[src/rtl/config_manager_param_pkg.sv]
// ----------------------------------------------------------------------------
// config_pkg
// Shared definitions for the framed configuration manager: the frame header
// byte, the error codes reported on erro_codigo and the receive FSM encoding.
// No ports (package).
// ----------------------------------------------------------------------------
package config_pkg;

    // First byte of every configuration frame.
    localparam logic [7:0] CAB_CONFIG = 8'hA5;

    // Error codes, held on erro_codigo until the next rejected frame.
    typedef enum logic [1:0] {
        ERR_TIMEOUT  = 2'd0,
        ERR_PARIDADE = 2'd1,
        ERR_INDICE   = 2'd2,
        ERR_CHECKSUM = 2'd3
    } erro_e;

    // Receive FSM states.
    typedef enum logic [2:0] {
        OCIOSO      = 3'd0,
        ESPERA_CAB  = 3'd1,
        RECEBE_IDX  = 3'd2,
        RECEBE_DADO = 3'd3,
        RECEBE_CHK  = 3'd4,
        COMMIT      = 3'd5,
        ERRO        = 3'd6
    } estado_e;

endpackage

[src/rtl/config_manager_param_contador_timeout.sv]
// ----------------------------------------------------------------------------
// contador_timeout
// Inter-byte idle counter. Counts clock cycles while 'conta' is high and
// saturates at TIMEOUT_CYCLES-1, where 'fim' is raised. 'zera' has priority
// and returns the count to zero.
// Ports:
//   clock  in   system clock
//   reset  in   asynchronous active-low reset
//   zera   in   synchronous clear
//   conta  in   count enable
//   fim    out  count has reached TIMEOUT_CYCLES-1
// ----------------------------------------------------------------------------
module contador_timeout #(
    parameter int TIMEOUT_CYCLES = 50000
) (
    input  logic clock,
    input  logic reset,
    input  logic zera,
    input  logic conta,
    output logic fim
);

    localparam int CW = (TIMEOUT_CYCLES > 2) ? $clog2(TIMEOUT_CYCLES) : 1;

    logic [CW-1:0] r_cnt;

    assign fim = (r_cnt == CW'(TIMEOUT_CYCLES - 1));

    // Idle cycle counter; holds at the limit so 'fim' stays asserted.
    always_ff @(posedge clock or negedge reset) begin
        if (!reset) begin
            r_cnt <= '0;
        end else if (zera) begin
            r_cnt <= '0;
        end else if (conta && !fim) begin
            r_cnt <= r_cnt + 1'b1;
        end else begin
            r_cnt <= r_cnt;
        end
    end

endmodule

[src/rtl/config_manager_param.sv]
// ----------------------------------------------------------------------------
// config_manager_param
// Receives framed configuration writes (A5, index, data MSB first, XOR
// checksum) from a UART byte receiver and commits the value to one of NUM_CH
// limit registers only after the whole frame has validated.
// Ports:
//   clock           in   system clock
//   reset           in   asynchronous active-low reset
//   receber_config  in   one-cycle pulse arming reception of one frame
//   rx_dado         in   received byte
//   rx_pronto       in   rx_dado valid strobe
//   rx_paridade_ok  in   parity status of rx_dado (qualified by rx_pronto)
//   lim_out         out  flat limit bus, channel k at [k*WIDTH +: WIDTH]
//   pronto_config   out  one-cycle pulse: frame committed
//   erro_config     out  one-cycle pulse: frame rejected
//   erro_codigo     out  last error code (held)
//   ocupado         out  high from arming until commit or rejection
// ----------------------------------------------------------------------------
module config_manager_param
    import config_pkg::*;
#(
    parameter int               NUM_CH         = 5,
    parameter int               WIDTH          = 16,
    parameter logic [WIDTH-1:0] RESET_VALUE    = '0,
    parameter int               TIMEOUT_CYCLES = 50000
) (
    input  logic                    clock,
    input  logic                    reset,
    input  logic                    receber_config,
    input  logic [7:0]              rx_dado,
    input  logic                    rx_pronto,
    input  logic                    rx_paridade_ok,
    output logic [NUM_CH*WIDTH-1:0] lim_out,
    output logic                    pronto_config,
    output logic                    erro_config,
    output logic [1:0]              erro_codigo,
    output logic                    ocupado
);

    localparam int NBYTES = (WIDTH + 7) / 8;
    localparam int SW     = NBYTES * 8;
    localparam int BCW    = (NBYTES > 1) ? $clog2(NBYTES) : 1;

    estado_e                 r_estado;
    logic [7:0]              r_idx;
    logic [7:0]              r_chk;
    logic [SW-1:0]           r_shadow;
    logic [BCW-1:0]          r_nbyte;
    logic                    r_pronto;
    logic                    r_erro;
    logic [1:0]              r_codigo;
    logic                    r_ocupado;
    logic [NUM_CH*WIDTH-1:0] r_lim;

    logic                    w_conta;
    logic                    w_zera;
    logic                    w_fim;
    logic                    w_falha;
    erro_e                   w_codigo;
    logic [SW-1:0]           w_shadow_prox;

    // The timeout only runs while a frame is in flight (after the header).
    assign w_conta       = (r_estado == RECEBE_IDX) || (r_estado == RECEBE_DADO) ||
                           (r_estado == RECEBE_CHK);
    assign w_zera        = rx_pronto || !w_conta;
    assign w_shadow_prox = (r_shadow << 8) | SW'(rx_dado);

    contador_timeout #(
        .TIMEOUT_CYCLES(TIMEOUT_CYCLES)
    ) u_timeout (
        .clock(clock),
        .reset(reset),
        .zera (w_zera),
        .conta(w_conta),
        .fim  (w_fim)
    );

    // Frame rejection decode: a strobed byte beats the timeout; the index check beats the checksum check.
    always_comb begin
        w_falha  = 1'b0;
        w_codigo = ERR_TIMEOUT;
        if (w_conta) begin
            if (rx_pronto) begin
                if (!rx_paridade_ok) begin
                    w_falha  = 1'b1;
                    w_codigo = ERR_PARIDADE;
                end else if (r_estado == RECEBE_CHK) begin
                    if (r_idx >= 8'(NUM_CH)) begin
                        w_falha  = 1'b1;
                        w_codigo = ERR_INDICE;
                    end else if (rx_dado != r_chk) begin
                        w_falha  = 1'b1;
                        w_codigo = ERR_CHECKSUM;
                    end else begin
                        w_falha = 1'b0;
                    end
                end else begin
                    w_falha = 1'b0;
                end
            end else if (w_fim) begin
                w_falha  = 1'b1;
                w_codigo = ERR_TIMEOUT;
            end else begin
                w_falha = 1'b0;
            end
        end else begin
            w_falha = 1'b0;
        end
    end

    // Receive FSM with registered status outputs.
    always_ff @(posedge clock or negedge reset) begin
        if (!reset) begin
            r_estado  <= OCIOSO;
            r_idx     <= 8'h00;
            r_chk     <= 8'h00;
            r_shadow  <= '0;
            r_nbyte   <= '0;
            r_pronto  <= 1'b0;
            r_erro    <= 1'b0;
            r_codigo  <= 2'd0;
            r_ocupado <= 1'b0;
        end else begin
            r_pronto <= 1'b0;
            r_erro   <= 1'b0;
            if (w_falha) begin
                // ERRO state itself is the cycle the pulse is visible.
                r_estado  <= ERRO;
                r_erro    <= 1'b1;
                r_codigo  <= w_codigo;
                r_ocupado <= 1'b0;
            end else begin
                case (r_estado)
                    OCIOSO: begin
                        if (receber_config) begin
                            r_estado  <= ESPERA_CAB;
                            r_ocupado <= 1'b1;
                        end else begin
                            r_estado <= OCIOSO;
                        end
                    end
                    ESPERA_CAB: begin
                        if (rx_pronto && rx_paridade_ok && (rx_dado == CAB_CONFIG)) begin
                            r_estado <= RECEBE_IDX;
                        end else begin
                            r_estado <= ESPERA_CAB;
                        end
                    end
                    RECEBE_IDX: begin
                        if (rx_pronto) begin
                            r_idx    <= rx_dado;
                            r_chk    <= rx_dado;
                            r_shadow <= '0;
                            r_nbyte  <= '0;
                            r_estado <= RECEBE_DADO;
                        end else begin
                            r_estado <= RECEBE_IDX;
                        end
                    end
                    RECEBE_DADO: begin
                        if (rx_pronto) begin
                            r_shadow <= w_shadow_prox;
                            r_chk    <= r_chk ^ rx_dado;
                            if (r_nbyte == BCW'(NBYTES - 1)) begin
                                r_estado <= RECEBE_CHK;
                            end else begin
                                r_nbyte <= r_nbyte + 1'b1;
                            end
                        end else begin
                            r_estado <= RECEBE_DADO;
                        end
                    end
                    RECEBE_CHK: begin
                        if (rx_pronto) begin
                            r_estado <= COMMIT;
                        end else begin
                            r_estado <= RECEBE_CHK;
                        end
                    end
                    COMMIT: begin
                        r_pronto  <= 1'b1;
                        r_ocupado <= 1'b0;
                        r_estado  <= OCIOSO;
                    end
                    ERRO: begin
                        r_estado <= OCIOSO;
                    end
                    default: begin
                        r_estado  <= OCIOSO;
                        r_ocupado <= 1'b0;
                    end
                endcase
            end
        end
    end

    // Limit bank: only the validated channel is written, and only in COMMIT.
    always_ff @(posedge clock or negedge reset) begin
        if (!reset) begin
            r_lim <= {NUM_CH{RESET_VALUE}};
        end else begin
            for (int k = 0; k < NUM_CH; k++) begin
                if ((r_estado == COMMIT) && (r_idx == 8'(k))) begin
                    r_lim[k*WIDTH +: WIDTH] <= r_shadow[WIDTH-1:0];
                end else begin
                    r_lim[k*WIDTH +: WIDTH] <= r_lim[k*WIDTH +: WIDTH];
                end
            end
        end
    end

    assign lim_out       = r_lim;
    assign pronto_config = r_pronto;
    assign erro_config   = r_erro;
    assign erro_codigo   = r_codigo;
    assign ocupado       = r_ocupado;

endmodule

[config.mk]
export PLATFORM = sky130hd
export DESIGN_NAME = config_manager_param
export DESIGN_NICKNAME = d
export VERILOG_FILES = /design/src/rtl/config_manager_param_pkg.sv /design/src/rtl/config_manager_param_contador_timeout.sv /design/src/rtl/config_manager_param.sv
export SDC_FILE = /design/constraint.sdc
export NUM_CORES = 1
export LEC_CHECK = 0
export ABC_AREA = 1
export BUFFER_PORTS_ARGS = -buffer_cell sky130_fd_sc_hd__buf_2
export CORE_ASPECT_RATIO = 0.9
export CORE_MARGIN = 4
export CORE_UTILIZATION = 50
export DETAILED_ROUTE_END_ITERATION = 7
export PLACE_DENSITY = 0.72
export SYNTH_ARGS = -nofsm -noshare
export SYNTH_HDL_FRONTEND = slang
export SYNTH_HIERARCHICAL = 1
export SYNTH_SLANG_ARGS = --single-unit
export TNS_END_PERCENT = 5
[constraint.sdc]
create_clock -name clock -period 2.63 [get_ports clock]
set_clock_uncertainty 0.2 [all_clocks]
set_input_delay 0.263 -clock clock [delete_from_list [all_inputs] [get_ports clock]]
set_output_delay 0.263 -clock clock [all_outputs]
set_load 0.02 [all_outputs]
==> impl_metrics.toml <==
[place]
gp_congestion = 0.877
placedCellCount = 929
portBuffers = 97
dp_hpwl_mm = 9.86
dp_slack_ps = 304

[floorplanning]
fp.coreArea_mm2 = 0.0116
row_count = 37
initial_utilization_pct = 51.9
die_x_um = 123
fp.dieH_um = 112
io_pins = 98
die_area_mm2 = 0.0138

[timing]
rsz0062_at_grt = "no"
final.setup.tns_ps = 0
finalSetupViolCount = 0
hold_violations = 0
period_share_pct = 90.4
tightest_slew_ps = 630
max_slew_margin_pct = 57.8
period_needed_ps = 2380
fmax_mhz = 421
slew_viol_final = 0
fin_ws_ps = 253

[finish]
syn_to_final_growth_pct = 21.6
diodes = 0
area.sequential_mm2 = 0.00343
drive_gt1_share_pct = 21.7
multi_input_area_mm2 = 0.00220
fill_cells = 994
fin_cells = 972
finalNetCount = 817

[critical_path]
crit_type = "flop to flop"
r2r-end = "r_shadow[11]$_DFFE_PN0P_"
crit_path_end_kind = "flop"
reg2reg_depth = 11
crit_start = "u_timeout/r_cnt[0]$_DFFE_PN0P_"
critPathLaunchType = "flop"
critPathMaxFanout = 33
critPathRequiredTime_ps = 2720
r2r_start = "u_timeout/r_cnt[0]$_DFFE_PN0P_"
worst-endpoint-arrival_ps = 2460
ff2ff_setup_slack_ps = 250

[clocking]
numClockSinks = 137
h-tree-depth = 4
cts_buffers = 17
cts_buffer_depth = 2
clock_latency_ps = 410
clk_pin_slew_ps = 60
postCtsSetupBuffers = 0
cts_tree = "yes"
cts-root-buf = "clkbuf_16"
cts-resized-gates = 0

[yosys]
synth.area.top_cells = "dfrtp_1, nand2_1, o21ai_0"
seq_area_frac_synth_pct = 57.1
yosys_warnings = 6
syn_inst = 693
syn_area_mm2 = 0.00600
syn_area_per_cell_um2 = 8.66
synth_area_leader_cell = "dfrtp_1"
ys_types = 31
syn-num-nets = 707
ys_ff_latch = 137
synth.top_cell.area_share_pct = 57.1

[grt]
grt_pass1_vias = 4948
grt.total_usage_pct = 22.5
grt-ovfl-total = 0
grt_max_degree = 63
grt_pass1_wl_mm = 24.6
antenna_found_initial = 0

[detailed_routing]
first_iter_violations = 460
ant_nets = 0
via_count = 5043
drt_wl_total_mm = 14.5
drc = 0
first_pass_iters = 5
wl_per_cell_um = 14.9
viasPerCell = 5.19

[worst_hold_path]
hold_path_end = "r_idx[3]$_DFFE_PN0P_"
hp-class = "input port to flop"
whs_path_depth = 3
hp-start = "rx_pronto"

[power]
vdd_ir_drop_max_mv = 0.905
total_power_uw = 7390
powerDensity_mw_per_mm2 = 1010
p_leak_uw = 0.00378

[status]
status = "complete, no violations"

[job]
drv_cap = 0
-- final cells by class --
class | count | area share [%]
sequential | 137 | 47.0
multi-input combinational | 468 | 30.1
timing repair buffer | 116 | 9.24
clock buffer | 17 | 5.83
inverter | 63 | 3.26
tap | 156 | 2.67
clock inverter | 15 | 1.90
-- metal layers --
layer | vias to the layer above | track usage, % | share of wire, % | routed length (um)
met5 | - | 0 | 0 | 0
met2 | 152 | 34.7 | 46 | 6720
met1 | 2420 | 32.6 | 47 | 6830
met4 | 0 | 5.17 | 1.0 | 146
met3 | 13 | 4.88 | 5.7 | 832
li1 | 2458 | - | - | -
-- cells in the final DEF, fill, tap and decap left out, types with 14 or more instances in the layout --
cell and n:
nand2_1 242, dfrtp_1 137, o21ai_0 101, buf_2 96
inv_1 55, nor2_1 29, nand4_1 24, o21ai_2 17
clkbuf_16 17, nand3_1 14
-- worst max-delay path by stage --
stage	slack, ps	to
6_report	250	r_shadow[11]$_DFFE_PN0P_
5_1_grt	30	r_shadow[3]$_DFFE_PN0P_
4_1_cts	260	r_shadow[11]$_DFFE_PN0P_
3_5_place_dp	300	r_shadow[11]$_DFFE_PN0P_
3_3_place_gp	390	r_shadow[13]$_DFFE_PN0P_
2_1_floorplan	660	r_chk[3]$_DFFE_PN0P_
-- power by group --
part,internal (uW),total [uW],switching [uW]
Sequential,2640,2980,345
Combinational,644,2150,1500
Clock,1320,2260,939
-- registers in the layout, indices dropped and copies added (netlist names) --
signal and flops:
erro_codigo 2, erro_config 1, lim_out 80, ocupado 1, pronto_config 1, r_chk 8, r_estado 3, r_idx 8
r_nbyte 1, r_shadow 16, u_timeout/r_cnt 16
-- cell usage after synthesis --
| library cell | n |
|---|---|
| nor3_1 | 5 |
| nor2_2 | 3 |
| inv_2 | 5 |
| nand2_1 | 242 |
| o21bai_1 | 2 |
| buf_2 | 1 |
| o21ai_2 | 17 |
| o31ai_1 | 1 |
| o21ai_0 | 101 |
| nor4_1 | 3 |
| inv_1 | 55 |
| xor2_1 | 5 |
| dfrtp_1 | 137 |
| nand2_2 | 5 |
| nor2_1 | 29 |
| nand3_1 | 14 |
| a21oi_1 | 2 |
| o21ai_1 | 2 |
| a21boi_2 | 1 |
| ha_1 | 1 |
| nand2_4 | 4 |
| or2_2 | 1 |
| clkinv_1 | 2 |
| nand3_2 | 3 |
| nand3b_1 | 2 |
| clkinv_2 | 1 |
| a21boi_0 | 1 |
| clkbuf_1 | 18 |
| nand4_1 | 24 |
| buf_4 | 1 |
| buf_6 | 5 |
-- per-stage QoR --
step	util [%]	hold slack [ps]	instance area, um2
2_1_floorplan	-	-233	6000
3_3_place_gp	57.2	40.6	6630
3_5_place_dp	57.2	49.3	6630
4_1_cts	63.1	35.9	7300
5_1_grt	63.1	73.8	7300
6_report	63.1	55.9	7300
-- what timing repair did --
item	in CTS	in global routing
hold buffers	11	0
hold endpoints to repair	66	0
setup endpoints to repair	0	0
-- cells by family (layout without fill, tap and decap cells) --
logic type                 Yosys count  in the layout  synth area share [%]
AOI/OAI and AO/OA                  127            127                  11.9
xor gates and xnor gates             5              5                 0.730
adders and majority gates            1              1                 0.208
buffers and inverters               88            211                  6.23
DFF                                137            137                  57.1
and+or+nand+nor                    335            335                  23.8
-- worst max-delay path, stage by stage, from the launching register on --
cell,delay (ps)
dfrtp_1,420
ha_1,250
nand3_2,140
nor2_2,70
nand2_2,80
inv_1,40
o21ai_0,140
clkinv_1,120
nand2_4,220
nand2_4,280
nand2_1,200
o21ai_2,70
Power figures use the tool's default switching activity.
